[src/rtl/if_stage.sv]
// Instruction fetch: PC, single-outstanding imem handshake, 2-entry queue to decode.
// Response-to-decode latency 1 cycle; decode stall holds the head and fetch idles when the queue is full.
module if_stage #(
   parameter logic [31:0] RESET_PC  = 32'h0000_0000,
   parameter logic [31:0] NOP_INSTR = 32'h0000_0013
) (
   input  logic        clk,
   input  logic        reset,
   input  logic        stall,
   input  logic        redirect_valid,
   input  logic [31:0] redirect_pc,
   output logic        imem_req,
   output logic [31:0] imem_addr,
   input  logic        imem_rvalid,
   input  logic [31:0] imem_rdata,
   output logic [31:0] instruction,
   output logic [31:0] pc_out,
   output logic        instr_valid
);

   typedef enum logic [1:0] {IDLE, FETCH, WAIT, DRAIN} state_t;

   typedef struct packed {
      logic [31:0] pc;
      logic [31:0] instr;
   } entry_t;

   state_t      state, state_nx;
   logic [31:0] fetch_pc;
   logic [31:0] req_pc;
   entry_t      q_mem [0:1];
   logic        rd_ptr, wr_ptr;
   logic [1:0]  count, count_nx;
   logic        push, pop;
   logic [31:0] redirect_aligned;
   logic        unused_bits;

   assign redirect_aligned = {redirect_pc[31:2], 2'b00};
   assign unused_bits      = ^redirect_pc[1:0];

   assign instr_valid = (count != 2'd0);
   assign pop         = instr_valid & ~stall & ~redirect_valid;
   // A response landing in a redirect cycle belongs to the old path and is dropped.
   assign push        = (state == WAIT) & imem_rvalid & ~redirect_valid;

   assign imem_req    = (state == FETCH);
   assign imem_addr   = fetch_pc;
   assign instruction = instr_valid ? q_mem[rd_ptr].instr : NOP_INSTR;
   assign pc_out      = instr_valid ? q_mem[rd_ptr].pc    : fetch_pc;

   always_comb begin
      count_nx = count;
      if (redirect_valid)
         count_nx = 2'd0;
      else
         count_nx = count + {1'b0, push} - {1'b0, pop};
   end

   always_comb begin
      state_nx = state;
      case (state)
         IDLE:    if (redirect_valid || count < 2'd2) state_nx = FETCH;
         FETCH:   state_nx = redirect_valid ? DRAIN : WAIT;
         WAIT: begin
            if (imem_rvalid)
               state_nx = (redirect_valid || count_nx < 2'd2) ? FETCH : IDLE;
            else if (redirect_valid)
               state_nx = DRAIN;
         end
         DRAIN:   if (imem_rvalid) state_nx = FETCH;
         default: state_nx = IDLE;
      endcase
   end

   always_ff @(posedge clk) begin
      if (!reset) begin
         state    <= IDLE;
         fetch_pc <= RESET_PC;
         req_pc   <= RESET_PC;
         count    <= 2'd0;
         rd_ptr   <= 1'b0;
         wr_ptr   <= 1'b0;
      end else begin
         state <= state_nx;
         count <= count_nx;
         if (state == FETCH)
            req_pc <= fetch_pc;
         if (redirect_valid) begin
            fetch_pc <= redirect_aligned;
            rd_ptr   <= 1'b0;
            wr_ptr   <= 1'b0;
         end else begin
            if (state == FETCH) fetch_pc <= fetch_pc + 32'd4;
            if (push)           wr_ptr   <= ~wr_ptr;
            if (pop)            rd_ptr   <= ~rd_ptr;
         end
      end
   end

   // Payload needs no reset: it is only visible while count is non-zero.
   always_ff @(posedge clk) begin
      if (reset && push)
         q_mem[wr_ptr] <= '{pc: req_pc, instr: imem_rdata};
   end

endmodule

[config.mk]
export PLATFORM = sky130hd
export DESIGN_NAME = if_stage
export DESIGN_NICKNAME = d
export VERILOG_FILES = /design/src/rtl/if_stage.sv
export SDC_FILE = /design/constraint.sdc
export NUM_CORES = 1
export LEC_CHECK = 0
export ABC_AREA = 0
export CORE_MARGIN = 2
export CORE_UTILIZATION = 30
export DETAILED_ROUTE_END_ITERATION = 10
export GPL_ROUTABILITY_DRIVEN = 0
export PLACE_DENSITY = 0.5
export SKIP_LAST_GASP = 1
export SYNTH_ARGS = -nofsm -noshare
export SYNTH_HDL_FRONTEND = slang
export SYNTH_SLANG_ARGS = --single-unit
[constraint.sdc]
create_clock -name clk -period 7.4 [get_ports clk]
set_input_delay 1.48 -clock clk [delete_from_list [all_inputs] [get_ports clk]]
set_output_delay 1.48 -clock clk [all_outputs]
set_load 0.005 [all_outputs]
* After elaboration in Yosys (flattened, before gate mapping) *
Memories as Yosys holds them, arrays and structs flattened. A register that Yosys moved wholly into a read port is not among the register bits.
Index checks and enable logic that the tools add are counted.

word-level totals
  register bits after elaboration = 70
  latch bits = 0
  RAM bits = 128
  bits in read-only memories = 0
  input port bits = 69
  output and inout port bits = 98
  word-level logic and storage cells = 52
  memories kept = 1

operators by class
  add/subtract/negate cells = 3
  $mul = 0
  divide/modulo/power cells = 0
  $lt $le $gt $ge = 2
  equal/unequal tests = 6
  shift operators = 0
  mux-type cells = 16
  bitwise operators = 9
  reduce and logical (&&, ||, !) cells = 8

memory list
  name   depth  bits a word  rd ports  clocked after memory_dff  wr ports  RTL line  text
  q_mem  2      64           1         1                         1         31        entry_t q_mem [0:1];

operators by type and width
  operator                                                               number
  32-bit 2-to-1 mux                                                      4
  32-bit by 3-bit adder with 32-bit output, second input constant        1
  2-bit 2-to-1 mux                                                       5
  2-bit case mux with 4 select lines                                     1
  1-bit 2-to-1 mux                                                       6
  1-bit NOT                                                              5
  1-bit AND                                                              4
  2-bit equality test, second input constant                             2
  2-bit < comparator, second input constant                              2
  2-bit != test, second input constant                                   2
  2-bit nonzero test                                                     2
  3-bit != test, second input constant                                   1
  3-bit AND reduction                                                    1
  2-bit by 1-bit adder with 2-bit output                                 1
  2-bit by 1-bit equality test with 1-bit output, second input constant  1
  2-bit zero test                                                        1
  1-bit logical OR                                                       2
  2-bit OR reduction                                                     1
  2-bit by 1-bit subtractor with 2-bit output                            1
  1-bit logical AND                                                      1

* Longest topological paths before layout *
Gate-level depths: netlist of run 1.

  depth in word-level cells = 11
  depth in mapped cells = 12
  depth with buffers taken out = 10

* Worst setup path after synthesis of run 1 *
OpenSTA, ideal clock, no wires.

  path kind = in2reg
  start point = input port redirect_valid
  end point = memory q_mem[0][0] (netlist bit) (enable)
  setup time = 558 ps
  data arrival time = 6,131 ps
  data required time = 6,842 ps
  setup slack = 710 ps
  stages on the path = 4
  path buffers = 1
  path through = clkbuf_1 > clkinv_1 > nand2_1 > nor3_1

on the way
  longest elaborated chain between the ends = 5

RTL lines
  what                                    RTL line  text
  from (decl)                             10        input logic redirect_valid,
  1-bit NOT                               44        assign push = (state == WAIT) & imem_rvalid & ~redirect_valid;
  1-bit AND                               44
  1-bit logical AND                       102       if (reset && push)
  1-bit 2-to-1 mux                        102
  1-bit 2-to-1 mux (implied by the code)  103       q_mem[wr_ptr] <= '{pc: req_pc, instr: imem_rdata};
  to (decl)                               31

No other way between the ends.

* Worst setup path after layout of run 1 *
  start point = register count[1]
  end point = output port pc_out[8]

on the way
  longest elaborated chain between the ends = 2

RTL lines
  what                    RTL line  text
  from (decl)             33        logic [1:0] count, count_nx;
  from (signal assigned)  85        count <= count_nx;
  2-bit nonzero test      41        assign instr_valid = (count != 2'd0);
  32-bit 2-to-1 mux       49        assign pc_out = instr_valid ? q_mem[rd_ptr].pc : fetch_pc;
  to (decl)               17        output logic [31:0] pc_out,

No other way between the ends.

==> qor.csv, run 1 <==
metric,value,unit
H-tree lvl count,4,
"CTS clk-pin slew, worst paths",0.07,ns
part of the Yosys area used for sequential elements,62.1,%
via density per instance,4.77,
initial drt markers,325,
distinct cell type count after synthesis,49,
via count of the routed design,5639,
fin area,10600,sq um
total power after layout,2.32,mW
worst path arrival time,2.94,ns
GRT Residual Overflow,0,
count of flip-flops with a built-in enable after synthesis,124,
maximum number of pins on one net before global-route repair,51,
Worst-Skew Late Latency,0.43,ns
Max Cap Violations,0,
initial core utilization,30.4,%
worst setup skew after layout,0.0117,ns
most used flip-flop cell after synthesis,sky130_fd_sc_hd__edfxtp_1,
count of nets left with antenna violations after detail routing,0,
post-synthesis cell type with the largest combined area,sky130_fd_sc_hd__edfxtp_1,
outcome,"complete, no violations",
Post-Syn Area,8160,sq um
hold-fix buffer count after cts,0,
buffers inserted by post-CTS timing repair,0,
final design utilization,39.7,%
Synth warnings,0,
"IR drop worst, VDD",0.101,mV
post-route worst hold slack,0.456,ns
via count of the first global-routing pass,5616,
post-layout minimum cycle time,4.42,ns
Required @ worst endpoint,5.92,ns
transition time at the pin with the least slew margin,0.939,ns
instance count of the mapped netlist,688,
number of hold violations in the final report,0,
mean instance size in the synthesized netlist,11.9,sq um
root buffer selected by CTS,sky130_fd_sc_hd__clkbuf_16,
number of nets at the end of the flow,903,
instance area at placement,10100,sq um
die extent in y,169,microns
Hold Path Class,flop to flop,
Placed Cells,1149,
category of the most critical setup path,flop to primary output,
die footprint,28500,sq um
fraction of synthesis flops using an asynchronous set or reset pin,0,%
power density normalized to cell area,218,nW/um^2
I/O Pins,167,
unrepaired setup endpoints after global routing,no,
fraction of layout cells with a size suffix above 1,6.79,%
standard-cell rows,60,
dominant cells by area after synthesis,"sky130_fd_sc_hd__edfxtp_1 46%, sky130_fd_sc_hd__dfxtp_1 16%, sky130_fd_sc_hd__mux2i_1 12%",
Port Buffers,160,
number of design rule violations left after detail routing,0,
Startpoint Class,flop,
total of endpoints with negative setup slack in the final report,0,
number of gates given a new drive strength after cts,0,
register bit total from synthesis,191,
f_max,226,MHz
antenna diode instance count,0,
count of final max-slew check failures,0,
most frequent cells in the layout,"160 x sky130_fd_sc_hd__clkdlybuf4s50_1, 124 x sky130_fd_sc_hd__edfxtp_1, 94 x sky130_fd_sc_hd__mux2i_1, 75 x sky130_fd_sc_hd__nor2_1, 66 x sky130_fd_sc_hd__dfxtp_1",
Routed wire per std cell,17.6,microns
minimum setup slack after placement,3.03,ns
clock tree from TritonCTS,done,
core region area,26800,sq um
Slew Limit Headroom,37.2,%
top cell type's share of synthesized area,45.6,%
static leakage,3.46,nW
Area growth syn-to-layout,30.4,%
DRT Wirelength,20800,microns
peak fanout along the critical path,49,
crit end category,primary output,
number of antenna violations at the first check in global routing,1,
post-route fraction of the period consumed by the critical path,59.7,%
final cell count without fillers,1181,
number of clock buffers inserted by TritonCTS,17,
Final WS setup,2.98,ns
first-pass GRT wire length,32400,microns
clk sink count,191,
"commonest non-fill, non-tap cell in the layout",sky130_fd_sc_hd__clkdlybuf4s50_1,
Clock Path Buffers,2,
HPWL reported at the end of detailed placement,13300,microns
GRT Resource Usage Total,15.0,%
die boundary width,169,microns
router iterations before antenna repair,4,
Setup TNS Final,0,ns
[layer usage]
layer  vias up  part of all wire (%)  global-route usage [%]
li1       2791                     -                       -
met4         2                   1.3                    4.65
met1      2667                    48                    20.4
met5         -                 0.053                       0
met3        23                   4.9                    3.27
met2       156                    46                    23.9
[power by group]
group | internal [mW] | switching [mW] | total, mW
Clock | 0.443 | 0.424 | 0.867
Combinational | 0.136 | 0.116 | 0.252
Sequential | 1.16 | 0.0411 | 1.21
[worst max-delay path, stage by stage (launching register included)]
cell	delay, ns
sky130_fd_sc_hd__dfxtp_1	0.37
sky130_fd_sc_hd__nor2_4	0.76
sky130_fd_sc_hd__buf_4	0.60
sky130_fd_sc_hd__nand2_1	0.11
sky130_fd_sc_hd__o21ai_0	0.13
sky130_fd_sc_hd__clkdlybuf4s50_1	0.55
[synthesized netlist by cell type (2+ instances only)]
library cell                 n
sky130_fd_sc_hd__a211oi_1    5
sky130_fd_sc_hd__a21oi_1    16
sky130_fd_sc_hd__a311oi_1    3
sky130_fd_sc_hd__a31oi_1     9
sky130_fd_sc_hd__and3_1      3
sky130_fd_sc_hd__and4_1      2
sky130_fd_sc_hd__buf_1       7
sky130_fd_sc_hd__buf_2       7
sky130_fd_sc_hd__buf_4       4
sky130_fd_sc_hd__clkbuf_1   37
sky130_fd_sc_hd__clkinv_1    2
sky130_fd_sc_hd__dfxtp_1    67
sky130_fd_sc_hd__edfxtp_1  124
sky130_fd_sc_hd__ha_1        7
sky130_fd_sc_hd__inv_1       9
sky130_fd_sc_hd__mux2i_1    94
sky130_fd_sc_hd__nand2_1    51
sky130_fd_sc_hd__nand2b_1    4
sky130_fd_sc_hd__nand3_1    10
sky130_fd_sc_hd__nand4_1    13
sky130_fd_sc_hd__nand4_2     2
sky130_fd_sc_hd__nor2_1     76
sky130_fd_sc_hd__nor2b_1     5
sky130_fd_sc_hd__nor3_1      9
sky130_fd_sc_hd__nor3b_1     2
sky130_fd_sc_hd__nor4_1      7
sky130_fd_sc_hd__o211ai_1    4
sky130_fd_sc_hd__o21ai_0    48
sky130_fd_sc_hd__o311a_1     3
sky130_fd_sc_hd__o31a_1      2
sky130_fd_sc_hd__o31ai_1     6
sky130_fd_sc_hd__or3_1       8
sky130_fd_sc_hd__or3b_2      3
sky130_fd_sc_hd__or4_1      10
sky130_fd_sc_hd__xnor2_1    13
sky130_fd_sc_hd__xor2_1      3
[registers in the layout, summed over array words and instances (netlist names), named ones only]
name       flops
req_pc        30
wr_ptr         1
imem_addr     30
q_mem        124
rd_ptr         1
state          2
count          2
[final timing paths]
kind         slack (ns)  depth (start not counted)            end       from
max                2.98                          5      pc_out[8]   count[1]
min                0.46                          0   q_mem[0][41]  req_pc[9]
max reg2reg        4.41                          7  imem_addr[23]   state[1]
min reg2reg        0.46                          0   q_mem[0][41]  req_pc[9]
[layout make-up]
type                    count  area (sq um)
multi-input cells         434          2850
clock inverters            14           125
flip-flops and latches    191          5070
fillers                  2641         16200
inverters                  11          41.3
well taps                 341           427
clock buffers              18           429
repair buffers            172          1690
[logic make-up (layout without fill, tap and decap cells)]
kind of cell	count (synthesis)	in the layout	share of synthesized area [%]
multiplexers	94	94	11.5
flip-flops	191	191	62.1
buffers and inverters	66	215	3.33
adder cells (fa/ha/maj)	7	7	1.07
other	1	4	0.0460
AND/OR/NAND/NOR	210	210	12.5
XOR/XNOR	16	16	1.72
AO/OA/AOI/OAI	103	103	7.68
Power figures use the tool's default switching activity.
==> inputs of run 2 (changes only) <==
--- a/config.mk
+++ b/config.mk
@@ -10,7 +10,7 @@
 export CORE_UTILIZATION = 30
 export DETAILED_ROUTE_END_ITERATION = 10
 export GPL_ROUTABILITY_DRIVEN = 0
-export PLACE_DENSITY = 0.5
+export PLACE_DENSITY = 0.52
 export SKIP_LAST_GASP = 1
 export SYNTH_ARGS = -nofsm -noshare
 export SYNTH_HDL_FRONTEND = slang
==> constraint.sdc (replaced) <==
create_clock -name clk -period 3.8 [get_ports clk]
set_input_delay 0.76 -clock clk [delete_from_list [all_inputs] [get_ports clk]]
set_output_delay 0.76 -clock clk [all_outputs]
set_load 0.005 [all_outputs]
==> qor.csv, run 2 (synthesis gave the netlist of run 1 again) <==
metric,value,unit
worst path arrival time,2.36,ns
Required @ worst endpoint,3.04,ns
maximum number of pins on one net before global-route repair,80,
count of nets left with antenna violations after detail routing,0,
count of final max-slew check failures,0,
root buffer selected by CTS,sky130_fd_sc_hd__clkbuf_16,
fraction of layout cells with a size suffix above 1,7.57,%
post-route fraction of the period consumed by the critical path,82.2,%
"commonest non-fill, non-tap cell in the layout",sky130_fd_sc_hd__clkdlybuf4s50_1,
clk sink count,191,
total of endpoints with negative setup slack in the final report,0,
area of the multi-input gates,2870,sq um
initial drt markers,336,
number of gates given a new drive strength after cts,0,
f_max,320,MHz
GRT Resource Usage Total,14.5,%
via density per instance,4.80,
Startpoint Class,flop,
number of design rule violations left after detail routing,0,
hold-fix buffer count after cts,0,
category of the most critical setup path,flop to primary output,
crit end category,primary output,
buffers inserted by post-CTS timing repair,0,
Routed wire per std cell,17.3,microns
most frequent cells in the layout,"160 x sky130_fd_sc_hd__clkdlybuf4s50_1, 124 x sky130_fd_sc_hd__edfxtp_1, 94 x sky130_fd_sc_hd__mux2i_1, 75 x sky130_fd_sc_hd__nor2_1, 66 x sky130_fd_sc_hd__dfxtp_1",
die boundary width,169,microns
initial core utilization,30.4,%
Placed Cells,1155,
static leakage,3.54,nW
layout filler cell count,2592,
Area growth syn-to-layout,32.0,%
H-tree lvl count,4,
number of clock buffers inserted by TritonCTS,17,
post-layout minimum cycle time,3.12,ns
number of buffer and inverter instances along the worst setup path,2,
max reg flops,124,
Port Buffers,160,
number of nets at the end of the flow,909,
peak fanout along the critical path,79,
Register Area,5070,sq um
antenna diode instance count,0,
via count of the first global-routing pass,5564,
die footprint,28500,sq um
worst setup skew after layout,0.0136,ns
minimum setup slack after placement,0.853,ns
"CTS clk-pin slew, worst paths",0.07,ns
die extent in y,169,microns
unrepaired setup endpoints after global routing,no,
largest stage delay on the critical path,0.59,ns
final cell count without fillers,1187,
"IR drop worst, VDD",0.228,mV
Hold Path Class,flop to flop,
HPWL reported at the end of detailed placement,13700,microns
DRT Wirelength,20500,microns
power density normalized to cell area,429,nW/um^2
largest reg by FF count,q_mem,
series of cell instances along the critical path,nor2_4 > buf_12 > nand2_1 > o21ai_0 > clkdlybuf4s50_1,
outcome,"complete, no violations",
clock tree from TritonCTS,done,
I/O Pins,167,
final design utilization,40.2,%
setup slack of the worst register-to-register path,1.44,ns
router iterations before antenna repair,4,
Clock Path Buffers,2,
"delay-heaviest family, CP",buffers and inverters,
core region area,26800,sq um
Slowest cell on crit path,sky130_fd_sc_hd__clkdlybuf4s50_1,
number of hold violations in the final report,0,
GRT Residual Overflow,0,
number of antenna violations at the first check in global routing,0,
first-pass GRT wire length,31600,microns
standard-cell rows,60,
Final WS setup,0.677,ns
Max Cap Violations,0,
via count of the routed design,5702,
Worst-Skew Late Latency,0.43,ns
==> run 2: area by class of cell <==
| class | instances | area share (%) |
|---|---|---|
| clock inverters | 15 | 1.58 |
| multi-input cells | 434 | 26.6 |
| inverters | 11 | 0.383 |
| flip-flops and latches | 191 | 47.1 |
| well taps | 341 | 3.96 |
| repair buffers | 178 | 16.5 |
| clock buffers | 17 | 3.95 |
==> run 2: worst reg2reg max path, cell delays in order, from the launching register on <==
cell and delay [ns]:
sky130_fd_sc_hd__dfxtp_1 0.40, sky130_fd_sc_hd__ha_2 0.46, sky130_fd_sc_hd__buf_4 0.41, sky130_fd_sc_hd__nand3_1 0.32, sky130_fd_sc_hd__nor4_1 0.39, sky130_fd_sc_hd__and4_1 0.23, sky130_fd_sc_hd__a211oi_1 0.05
==> run 2: path summary, 6_finish.rpt <==
check,startpoint,to,cells after the start
worst max register to register,state[0],imem_addr[30],6
worst max-delay path,count[1],pc_out[8],5
worst min register to register,req_pc[7],q_mem[1][39],0
worst min-delay path,req_pc[7],q_mem[1][39],0
==> run 2: per-stage QoR <==
step | cell area (sq um) | hold slack [ns] | TNS (ns) | power [mW]
floorplan | 8180 | 0.425 | -35.49 | 2.62
global placement | 10200 | 0.431 | 0 | 2.89
detailed placement | 10200 | 0.436 | 0 | 2.89
CTS | 10800 | 0.454 | 0 | 4.69
global route | 10800 | 0.457 | 0 | 4.81
finish | 10800 | 0.453 | 0 | 4.62
==> run 2: power breakdown <==
part | switching [mW] | leakage [nW] | internal, mW | total, mW
clock network | 0.838 | 0.291 | 0.940 | 1.78
registers | 0.0804 | 1.68 | 2.27 | 2.35
logic | 0.223 | 1.57 | 0.268 | 0.491
total | 1.14 | 3.54 | 3.48 | 4.62
==> run 2: per-layer routing <==
| layer | track usage, % | wire (microns) |
|---|---|---|
| met1 | 19.9 | 9790 |
| met2 | 23.0 | 9400 |
| met3 | 3.18 | 1110 |
| met4 | 3.86 | 228 |
| met5 | 0 | 0 |
==> inputs of run 3 (changes only) <==
==> constraint.sdc (replaced) <==
create_clock -name clk -period 2.6 [get_ports clk]
set_input_delay 0.52 -clock clk [delete_from_list [all_inputs] [get_ports clk]]
set_output_delay 0.52 -clock clk [all_outputs]
set_load 0.005 [all_outputs]
==> qor.csv, run 3 (synthesis gave the netlist of run 1 again) <==
metric,value,unit
category of the most critical setup path,flop to primary output,
Required @ worst endpoint,2.08,ns
standard-cell rows,60,
Slowest cell on crit path,sky130_fd_sc_hd__clkdlybuf4s50_1,
Startpoint Class,flop,
router iterations before antenna repair,5,
number of hold violations in the final report,0,
Sw Ratio,24.5,%
instance area at placement,10500,sq um
largest reg by FF count,q_mem,
largest stage delay on the critical path,0.58,ns
I/O Pins,167,
"CTS clk-pin slew, worst paths",0.07,ns
"IR drop worst, VDD",0.332,mV
power density normalized to cell area,603,nW/um^2
clk sink count,191,
DRT Wirelength,21500,microns
Comb pwr share,12.2,%
die footprint,28500,sq um
number of antenna violations at the first check in global routing,1,
fin area,11200,sq um
worst path arrival time,1.99,ns
outcome,"complete, no violations",
total of endpoints with negative setup slack in the final report,0,
count of final max-slew check failures,0,
number of clock buffers inserted by TritonCTS,17,
fraction of layout cells with a size suffix above 1,12.4,%
count of nets left with antenna violations after detail routing,0,
GRT Resource Usage Total,15.3,%
setup slack of the worst register-to-register path,0.38,ns
area of the multi-input gates,2900,sq um
Switching Power,1.66,mW
Worst-Skew Late Latency,0.43,ns
first-pass GRT wire length,33400,microns
via density per instance,4.74,
HPWL reported at the end of detailed placement,14600,microns
die boundary width,169,microns
crit end category,primary output,
max reg flops,124,
Hold Path Class,flop to flop,
post-route worst hold slack,0.458,ns
core region area,26800,sq um
die extent in y,169,microns
peak fanout along the critical path,8,
Area growth syn-to-layout,37.6,%
clock tree from TritonCTS,done,
static leakage,3.79,nW
Clock Path Buffers,2,
Routed wire per std cell,17.6,microns
Port Buffers,160,
hold-fix buffer count after cts,0,
most frequent cells in the layout,"160 x sky130_fd_sc_hd__clkdlybuf4s50_1, 124 x sky130_fd_sc_hd__edfxtp_1, 93 x sky130_fd_sc_hd__mux2i_1, 74 x sky130_fd_sc_hd__nor2_1, 64 x sky130_fd_sc_hd__dfxtp_1",
"commonest non-fill, non-tap cell in the layout",sky130_fd_sc_hd__clkdlybuf4s50_1,
number of nets at the end of the flow,949,
initial drt markers,360,
root buffer selected by CTS,sky130_fd_sc_hd__clkbuf_16,
Seq pwr share,50.1,%
initial core utilization,30.4,%
via count of the routed design,5815,
Max Cap Violations,0,
worst setup skew after layout,0.0118,ns
Register Area,5070,sq um
series of cell instances along the critical path,buf_4 > mux2i_1 > o21ai_0 > clkdlybuf4s50_1,
number of design rule violations left after detail routing,0,
post-layout minimum cycle time,2.51,ns
maximum number of pins on one net before global-route repair,44,
P_int,5.12,mW
layout filler cell count,2553,
antenna diode instance count,0,
final design utilization,41.9,%
f_max,398,MHz
post-route fraction of the period consumed by the critical path,96.7,%
GRT Residual Overflow,0,
clock network power share,37.7,%
H-tree lvl count,4,
via count of the first global-routing pass,5697,
-- run 3: cell count changes in the layout (fill, tap and decap cells not counted), moves of 2 or more --
cell,before,now
sky130_fd_sc_hd__dfxtp_1,66,64
sky130_fd_sc_hd__o21ai_1,0,3
sky130_fd_sc_hd__buf_12,3,7
sky130_fd_sc_hd__nor2_2,0,2
sky130_fd_sc_hd__nand2_1,51,49
sky130_fd_sc_hd__o21ai_0,48,45
sky130_fd_sc_hd__buf_8,0,2
sky130_fd_sc_hd__buf_4,15,45
-- run 3: critical path: cells and delay by family, from the launching register on --
family / cells / cell delay (ns)
multiplexers: 1 / 0.13
flip-flops: 1 / 0.40
buffers and inverters: 2 / 0.73
AO/OA/AOI/OAI: 1 / 0.32
-- run 3: area by class of cell --
| cell class | instances | share of cell area (%) |
|---|---|---|
| flip-flops and latches | 191 | 45.2 |
| multi-input cells | 435 | 25.8 |
| repair buffers | 217 | 19.6 |
| clock buffers | 18 | 3.82 |
| well taps | 341 | 3.80 |
| clock inverters | 14 | 1.32 |
| inverters | 11 | 0.479 |
-- run 3: routing by layer --
| metal | routed length, microns | up-vias | global-route usage (%) |
|---|---|---|---|
| li1 | - | 2888 | - |
| met3 | 1260 | 11 | 3.18 |
| met5 | 9 | - | 0 |
| met4 | 119 | 2 | 3.04 |
| met2 | 9460 | 161 | 23.3 |
| met1 | 10700 | 2753 | 22.5 |
-- run 3: stage by stage --
step	instances	setup TNS, ns	worst slack [ns]	power (mW)
floorplan	691	-14.19	-0.144	3.84
global placement	1185	-0.116	-0.116	4.29
detailed placement	1185	-0.138	-0.138	4.29
CTS	1221	-0.189	-0.0373	6.86
global route	1227	-0.0106	-0.0106	7.07
finish	1227	0	0.0857	6.77
-- run 3: final timing paths --
kind / start / to / cells after the start
worst min-delay path: req_pc[26] / q_mem[1][58] / 0
worst max register to register: count[1] / state[0] / 11
worst max-delay path: flop / pc_out[8] / 4
worst min register to register: req_pc[26] / q_mem[1][58] / 0
-- run 3: repair_timing --
item                                    in CTS  in global routing
endpoints found under the hold margin        0                  0
endpoints found under the setup margin      45                 53
pin swaps                                    1                  1
buffers inserted                             2                  5
cloned                                       2                  1
resized for setup                            7                 12
-- run 3: power by group through the flow --
stage	registers (mW)	logic (mW)	clock network, mW
after floorplan	3.45	0.393	0
after global placement	3.46	0.832	0
after detailed placement	3.46	0.829	0
after CTS	3.39	0.837	2.63
after global routing	3.40	0.908	2.76
final	3.39	0.827	2.55
